==> config.mk <==
export PLATFORM = sky130hd
export DESIGN_NAME = fetch_unit
export DESIGN_NICKNAME = d
export VERILOG_FILES = /design/src/rtl/fetch_unit_pkg.sv /design/src/rtl/fetch_fifo.sv /design/src/rtl/fetch_unit.sv
export SDC_FILE = /design/constraint.sdc
export NUM_CORES = 1
export LEC_CHECK = 0
export ABC_CLOCK_PERIOD_IN_PS = 7700
export BUFFER_PORTS_ARGS = -buffer_cell sky130_fd_sc_hd__buf_2
export CORE_MARGIN = 4
export CORE_UTILIZATION = 60
export DETAILED_ROUTE_END_ITERATION = 6
export PLACE_DENSITY_LB_ADDON = 0.12
export SLEW_MARGIN = 20
export SYNTH_ARGS = -nofsm -noshare
export SYNTH_HDL_FRONTEND = slang
export SYNTH_SLANG_ARGS = --single-unit
==> constraint.sdc <==
create_clock -name i_clk -period 7.7 [get_ports i_clk]
set_input_delay 1.155 -clock i_clk [delete_from_list [all_inputs] [get_ports i_clk]]
set_output_delay 1.155 -clock i_clk [all_outputs]
set_load 0.01 [all_outputs]
==> src/rtl/fetch_unit_pkg.sv <==
// fetch_unit_pkg: shared defaults, buffer entry type and PC helper for the fetch stage
package fetch_unit_pkg;

    localparam logic [31:0] DEF_RESET_ADDR      = 32'h0000_0000;
    localparam int          DEF_FIFO_DEPTH      = 4;
    localparam int          DEF_MAX_OUTSTANDING = 2;
    localparam logic [31:0] NOP_WORD            = 32'h0000_0013;

    typedef struct packed {
        logic [31:0] pc;
        logic [31:0] inst;
    } fetch_entry_t;

    function automatic logic [31:0] word_align(input logic [31:0] addr);
        return {addr[31:2], 2'b00};
    endfunction

endpackage

==> src/rtl/fetch_fifo.sv <==
// fetch_fifo: instruction buffer of {pc,inst} entries with sync clear and simultaneous push/pop
module fetch_fifo import fetch_unit_pkg::*; #(
    parameter int DEPTH = DEF_FIFO_DEPTH,
    localparam int AW = $clog2(DEPTH),
    localparam int CW = AW + 1
) (
    input  logic         clk,
    input  logic         rst,
    input  logic         clr,
    input  logic         push,
    input  logic         pop,
    input  fetch_entry_t wdata,
    output fetch_entry_t rdata,
    output logic         empty,
    output logic         full,
    output logic [CW-1:0] count
);

    fetch_entry_t  mem [DEPTH];
    logic [CW-1:0] wr_ptr;
    logic [CW-1:0] rd_ptr;
    logic          do_push;
    logic          do_pop;

    // Pointers carry one extra bit so full and empty are distinguishable
    assign count   = wr_ptr - rd_ptr;
    assign empty   = wr_ptr == rd_ptr;
    assign full    = count == CW'(DEPTH);
    assign do_pop  = pop && !empty;
    assign do_push = push && (!full || do_pop);
    assign rdata   = mem[rd_ptr[AW-1:0]];

    always_ff @(posedge clk) begin
        if (rst || clr) begin
            wr_ptr <= '0;
            rd_ptr <= '0;
        end else begin
            wr_ptr <= do_push ? wr_ptr + CW'(1) : wr_ptr;
            rd_ptr <= do_pop ? rd_ptr + CW'(1) : rd_ptr;
        end
    end

    always_ff @(posedge clk) begin
        if (do_push) mem[wr_ptr[AW-1:0]] <= wdata;
    end

endmodule

==> src/rtl/fetch_unit.sv <==
// fetch_unit: sequential-PC fetch over a ready/valid memory port with redirect flush
module fetch_unit import fetch_unit_pkg::*; #(
    parameter logic [31:0] RESET_ADDR      = DEF_RESET_ADDR,
    parameter int          FIFO_DEPTH      = DEF_FIFO_DEPTH,
    parameter int          MAX_OUTSTANDING = DEF_MAX_OUTSTANDING
) (
    input  logic        i_clk,
    input  logic        i_rst,
    output logic        o_mem_req_valid,
    input  logic        i_mem_req_ready,
    output logic [31:0] o_mem_req_addr,
    input  logic        i_mem_rsp_valid,
    input  logic [31:0] i_mem_rsp_data,
    output logic        o_inst_valid,
    input  logic        i_inst_ready,
    output logic [31:0] o_inst,
    output logic [31:0] o_inst_pc,
    input  logic        i_redirect_valid,
    input  logic [31:0] i_redirect_pc
);

    localparam int OW = $clog2(MAX_OUTSTANDING) + 1;
    localparam int CW = $clog2(FIFO_DEPTH) + 1;

    logic [31:0]   fetch_pc;
    logic [31:0]   rsp_pc;
    logic [31:0]   redirect_pc;
    logic [OW-1:0] outstanding;
    logic [OW-1:0] drop_cnt;
    logic [OW-1:0] in_flight;
    logic [CW-1:0] fifo_count;
    logic          req_fire;
    logic          rsp_fire;
    logic          dropping;
    logic          push;
    logic          pop;
    logic          fifo_empty;
    logic          fifo_full;
    int            credit_used;
    fetch_entry_t  head;

    // Stale in-flight words will be discarded, so they hold no buffer credit
    assign credit_used     = int'(fifo_count) + int'(outstanding) - int'(drop_cnt);
    assign o_mem_req_valid = !i_rst && int'(outstanding) < MAX_OUTSTANDING && credit_used < FIFO_DEPTH;
    assign o_mem_req_addr  = fetch_pc;
    assign req_fire        = o_mem_req_valid && i_mem_req_ready;
    assign rsp_fire        = i_mem_rsp_valid && !i_rst;
    assign dropping        = drop_cnt != '0;
    assign push            = rsp_fire && !dropping && !i_redirect_valid;
    assign pop             = o_inst_valid && i_inst_ready && !i_redirect_valid;
    assign in_flight       = outstanding + OW'(req_fire) - OW'(rsp_fire);
    assign redirect_pc     = word_align(i_redirect_pc);
    assign o_inst_valid    = !fifo_empty;
    assign o_inst          = fifo_empty ? NOP_WORD : head.inst;
    assign o_inst_pc       = head.pc;

    always_ff @(posedge i_clk) begin
        if (i_rst) begin
            fetch_pc    <= RESET_ADDR;
            rsp_pc      <= RESET_ADDR;
            outstanding <= '0;
            drop_cnt    <= '0;
        end else begin
            outstanding <= in_flight;
            fetch_pc    <= i_redirect_valid ? redirect_pc : req_fire ? fetch_pc + 32'd4 : fetch_pc;
            rsp_pc      <= i_redirect_valid ? redirect_pc : push ? rsp_pc + 32'd4 : rsp_pc;
            drop_cnt    <= i_redirect_valid ? in_flight :
                           (rsp_fire && dropping) ? drop_cnt - OW'(1) : drop_cnt;
        end
    end

    always_ff @(posedge i_clk) begin
        if (!i_rst) begin
            assert (!(i_mem_rsp_valid && outstanding == '0));
            assert (!(push && fifo_full && !pop));
        end
    end

    fetch_fifo #(.DEPTH(FIFO_DEPTH)) u_fifo (
        .clk   (i_clk),
        .rst   (i_rst),
        .clr   (i_redirect_valid),
        .push  (push),
        .pop   (pop),
        .wdata ('{pc: rsp_pc, inst: i_mem_rsp_data}),
        .rdata (head),
        .empty (fifo_empty),
        .full  (fifo_full),
        .count (fifo_count)
    );

endmodule
==> impl_metrics.csv <==
group,metric,value,unit
grt,track_usage,22.1,%
synth,synth_compound_area_share,6.99,%
timing,timing.final.crit_period,5.01,ns
synth,synth-simple-area-share,9.29,%
floorplan,fp.coreArea,22000,um2
synth,library_cell_occupying_the_most_area_in_the_post_synthesis_netlist,"sky130_fd_sc_hd__edfxtp_1",
layout,fin_nets,1143,
clocking,cts_buffers,34,
layout,final_common_cell,"sky130_fd_sc_hd__edfxtp_1",
critical_path,timing.reg2reg.setup_slack,3.22,ns
synth,post_synth_mux_area_share,10.7,%
timing,layout_worst_path_cycle_share,65.1,%
critical_path,critPathLaunchType,"flip-flop",
detailed_routing,vias,8115,
timing,finalClockSkew,0.0131,ns
detailed_routing,drt_pass1_iterations,5,
detailed_routing,drc,0,
clocking,post_cts_hold_buffer_count,0,
floorplan,floorplan.rows,54,
layout,final_cell_utilization_of_the_core,71.4,%
clocking,cts.repair_timing.setup_buffer_count,0,
critical_path,critical_path.endpoint_type,"output pin",
timing,finalSetupViolCount,0,
pwr,power_density,247,nW/um2
synth,synth_adder_area_share,1.78,%
hold_path,whs_path_depth,2,
critical_path,reg2reg_from,"u_fifo.wr_ptr[0]",
synth,syn-instance-count,894,
detailed_routing,wire_per_inst,20.1,um
grt,grt_first_pass_wirelength,43300,um
grt,grt_overflow,0,
synth,synth_area_per_cell,15.1,um2
synth,yosys_register_bits,320,
critical_path,critical_path_arrival,3.86,ns
critical_path,crit_required,6.55,ns
synth,post_synth_main_area_contributors,"sky130_fd_sc_hd__edfxtp_1, sky130_fd_sc_hd__dfxtp_1, sky130_fd_sc_hd__mux4_2, sky130_fd_sc_hd__and2_1, sky130_fd_sc_hd__ha_1",
timing,whs,0.527,ns
detailed_routing,routed_wirelength,27300,um
pwr,total_leakage_power,5.58,nW
timing,slew_violations,0,
detailed_routing,post_route_antenna_net_violation_count,0,
synth,synth_top_flop_cell,"sky130_fd_sc_hd__edfxtp_1",
layout,mostFrequentLayoutCells,"sky130_fd_sc_hd__edfxtp_1, sky130_fd_sc_hd__buf_2, sky130_fd_sc_hd__dfxtp_1",
floorplan,initial_core_utilization,61.5,%
synth,synth.yosys.seq_area_share,65.8,%
grt,grt_start_max_net_pins,84,
hold_path,worstHoldEndpoint,"u_fifo.wr_ptr[2]",
detailed_routing,routed_via_density,5.97,
clocking,clkLatencyLatePin,0.50,ns
placement,hpwlAfterDp,17100,um
placement,routability_driven_placement_congestion_ratio,0.858,
clocking,postCtsResizedCells,0,
clocking,root_buffer,"sky130_fd_sc_hd__clkbuf_16",
placement,preCtsSetupSlack,3.24,ns
synth,synth_xor_xnor_area_share,2.51,%
timing,slew-limit-headroom,36.7,%
job,cap_viol_max_count,0,
critical_path,critical_path.max_fanout,39,
synth,largest_family_of_logic_cells_by_synthesized_area,"multiplexers",
clocking,tritoncts_num_sinks,320,
timing,postLayoutSetupSlackWorst,2.69,ns
floorplan,die_x,158,um
floorplan,dieHeight,158,um
placement,placement.io_buffers,161,
critical_path,reg2regPathDepth,18,
clocking,h_tree_levels,2,
timing,tightest_slew,0.949,ns
critical_path,worst_path_buffer_plus_inverter_count,4,
timing,hold_violations,0,
grt,first_global_vias,7960,
clocking,clk_pin_slew,0.06,ns
layout,area_growth_syn_to_layout,16.2,%
synth,synth_edf_count,248,
outcome,run_status,"finished, final reports clean",
critical_path,worst_path_dominant_cell_family,"adder cells",
layout,layout-drive-gt1-share,27.8,%
detailed_routing,drt_iter0_drc,571,
clocking,ctsLongestPathBuffers,3,
timing,final.setup.tns,0,ns
timing,fmax,200,MHz
clocking,tritoncts,"yes",
floorplan,io-pin-count,168,
grt,initial_antenna_violation_count,0,
critical_path,worst_path_largest_cell_delay,0.51,ns
critical_path,regToRegEndpoint,"drop_cnt[1]",
synth,synth_warnings,0,
hold_path,timing.hold.worst.class,"reg2reg",
hold_path,worst_hold_start,"u_fifo.wr_ptr[2]",
timing,grt_setup_unrepaired,"no",
pwr,ir_worst_vdd,0.130,mV
critical_path,cp_slowest_cell,"sky130_fd_sc_hd__fa_1",
synth,synth.lib_cells_used.distinct,63,
synth,synth_top_area_share,55.2,%
critical_path,setup.worst_path.class,"reg2out",
synth,ys_async_sr_fraction,0,%
synth,mappedNetlistArea,13500,um2
layout,antenna_cells,0,
floorplan,design.die.area,25000,um2
critical_path,critPathLaunch,"u_fifo.wr_ptr[0]",
critical_path,path_cells,"inv_1, ha_1, fa_1, fa_1, inv_1, ha_1, nand3b_1, a221oi_1, a22oi_2, buf_4, nor3_1, buf_2",
-- power by group --
part           total (mW)  leakage (nW)  switching [mW]  internal [mW]
logic               0.277          2.18           0.163          0.114
clock network        1.63         0.548           0.621           1.01
registers            1.96          2.85          0.0493           1.91
-- layer usage --
| metal | track usage [%] | up-vias | wire length, um |
|---|---|---|---|
| met4 | 4.83 | 0 | 429 |
| met1 | 32.2 | 4015 | 11800 |
| met5 | 0 | - | 0 |
| li1 | - | 3787 | - |
| met2 | 35.9 | 274 | 13300 |
| met3 | 3.75 | 39 | 1810 |
-- stage by stage --
step / std cells / instance area [um2] / power [mW]
2_1_floorplan: 897 / 13500 / 2.17
3_3_place_gp: 1299 / 14500 / 2.26
3_5_place_dp: 1299 / 14500 / 2.27
4_1_cts: 1360 / 15700 / 3.90
5_1_grt: 1360 / 15700 / 4.02
6_report: 1360 / 15700 / 3.87
-- cells in the mapped netlist, types with 4 or more instances --
| master | count |
|---|---|
| sky130_fd_sc_hd__clkbuf_1 | 36 |
| sky130_fd_sc_hd__o31a_1 | 16 |
| sky130_fd_sc_hd__o31ai_1 | 9 |
| sky130_fd_sc_hd__nor2_1 | 36 |
| sky130_fd_sc_hd__a21boi_0 | 26 |
| sky130_fd_sc_hd__and3_1 | 12 |
| sky130_fd_sc_hd__buf_4 | 4 |
| sky130_fd_sc_hd__o21ai_0 | 5 |
| sky130_fd_sc_hd__a21oi_1 | 35 |
| sky130_fd_sc_hd__and4_1 | 7 |
| sky130_fd_sc_hd__mux2i_1 | 4 |
| sky130_fd_sc_hd__a211oi_1 | 17 |
| sky130_fd_sc_hd__or3_1 | 6 |
| sky130_fd_sc_hd__mux4_2 | 62 |
| sky130_fd_sc_hd__xnor2_1 | 14 |
| sky130_fd_sc_hd__nor4_1 | 18 |
| sky130_fd_sc_hd__dfxtp_1 | 72 |
| sky130_fd_sc_hd__ha_1 | 16 |
| sky130_fd_sc_hd__edfxtp_1 | 248 |
| sky130_fd_sc_hd__xor2_1 | 22 |
| sky130_fd_sc_hd__nor2b_1 | 4 |
| sky130_fd_sc_hd__nor3_1 | 12 |
| sky130_fd_sc_hd__nand4_1 | 22 |
| sky130_fd_sc_hd__inv_1 | 45 |
| sky130_fd_sc_hd__nand3_1 | 23 |
| sky130_fd_sc_hd__and2_1 | 34 |
| sky130_fd_sc_hd__buf_2 | 5 |
| sky130_fd_sc_hd__or2_2 | 4 |
| sky130_fd_sc_hd__nand2_1 | 32 |
-- worst reg2reg max path: stages, from the launching register on --
cell and delay, ns:
sky130_fd_sc_hd__dfxtp_1 0.39, sky130_fd_sc_hd__inv_1 0.10, sky130_fd_sc_hd__ha_1 0.20, sky130_fd_sc_hd__fa_1 0.51
sky130_fd_sc_hd__fa_1 0.50, sky130_fd_sc_hd__inv_1 0.04, sky130_fd_sc_hd__ha_1 0.27, sky130_fd_sc_hd__nand3b_1 0.09
sky130_fd_sc_hd__a221oi_1 0.51, sky130_fd_sc_hd__a22oi_2 0.15, sky130_fd_sc_hd__buf_4 0.28, sky130_fd_sc_hd__nand2b_1 0.21
sky130_fd_sc_hd__ha_1 0.28, sky130_fd_sc_hd__inv_1 0.04, sky130_fd_sc_hd__ha_1 0.17, sky130_fd_sc_hd__xnor2_1 0.17
sky130_fd_sc_hd__xnor2_1 0.17, sky130_fd_sc_hd__nor2_1 0.06, sky130_fd_sc_hd__o21ba_2 0.22
-- worst max-delay path by stage --
stage	end	cells after the start	slack, ns
CTS	o_mem_req_valid	12	2.67
floorplan	o_mem_req_valid	12	3.36
global placement	o_mem_req_valid	12	3.27
finish	o_mem_req_valid	12	2.69
global route	o_mem_req_valid	12	2.47
detailed placement	o_mem_req_valid	12	3.24
-- sequential cells by signal (all words and copies together) (netlist names), named ones only --
signal / count
rsp_pc: 30
o_mem_req_addr: 30
outstanding: 2
u_fifo.wr_ptr: 3
drop_cnt: 2
u_fifo.rd_ptr: 3
u_fifo.mem: 248
-- cells by family after synthesis --
| family | after synthesis |
|---|---|
| AOI/OAI and AO/OA | 132 |
| buffers and inverters | 94 |
| adders and majority gates | 18 |
| and+or+nand+nor | 225 |
| muxes | 67 |
| other | 1 |
| DFF | 320 |
| xor gates and xnor gates | 37 |
-- final cells by class --
| type | instances | area, um2 |
|---|---|---|
| repair buffers | 171 | 881 |
| clock inverters | 16 | 205 |
| inverters | 45 | 169 |
| multi-input cells | 483 | 4260 |
| clock buffers | 45 | 923 |
| well taps | 280 | 350 |
| flip-flops and latches | 320 | 8890 |
| fillers | 1468 | 6280 |
No activity file was read; power rests on OpenSTA's default activity.
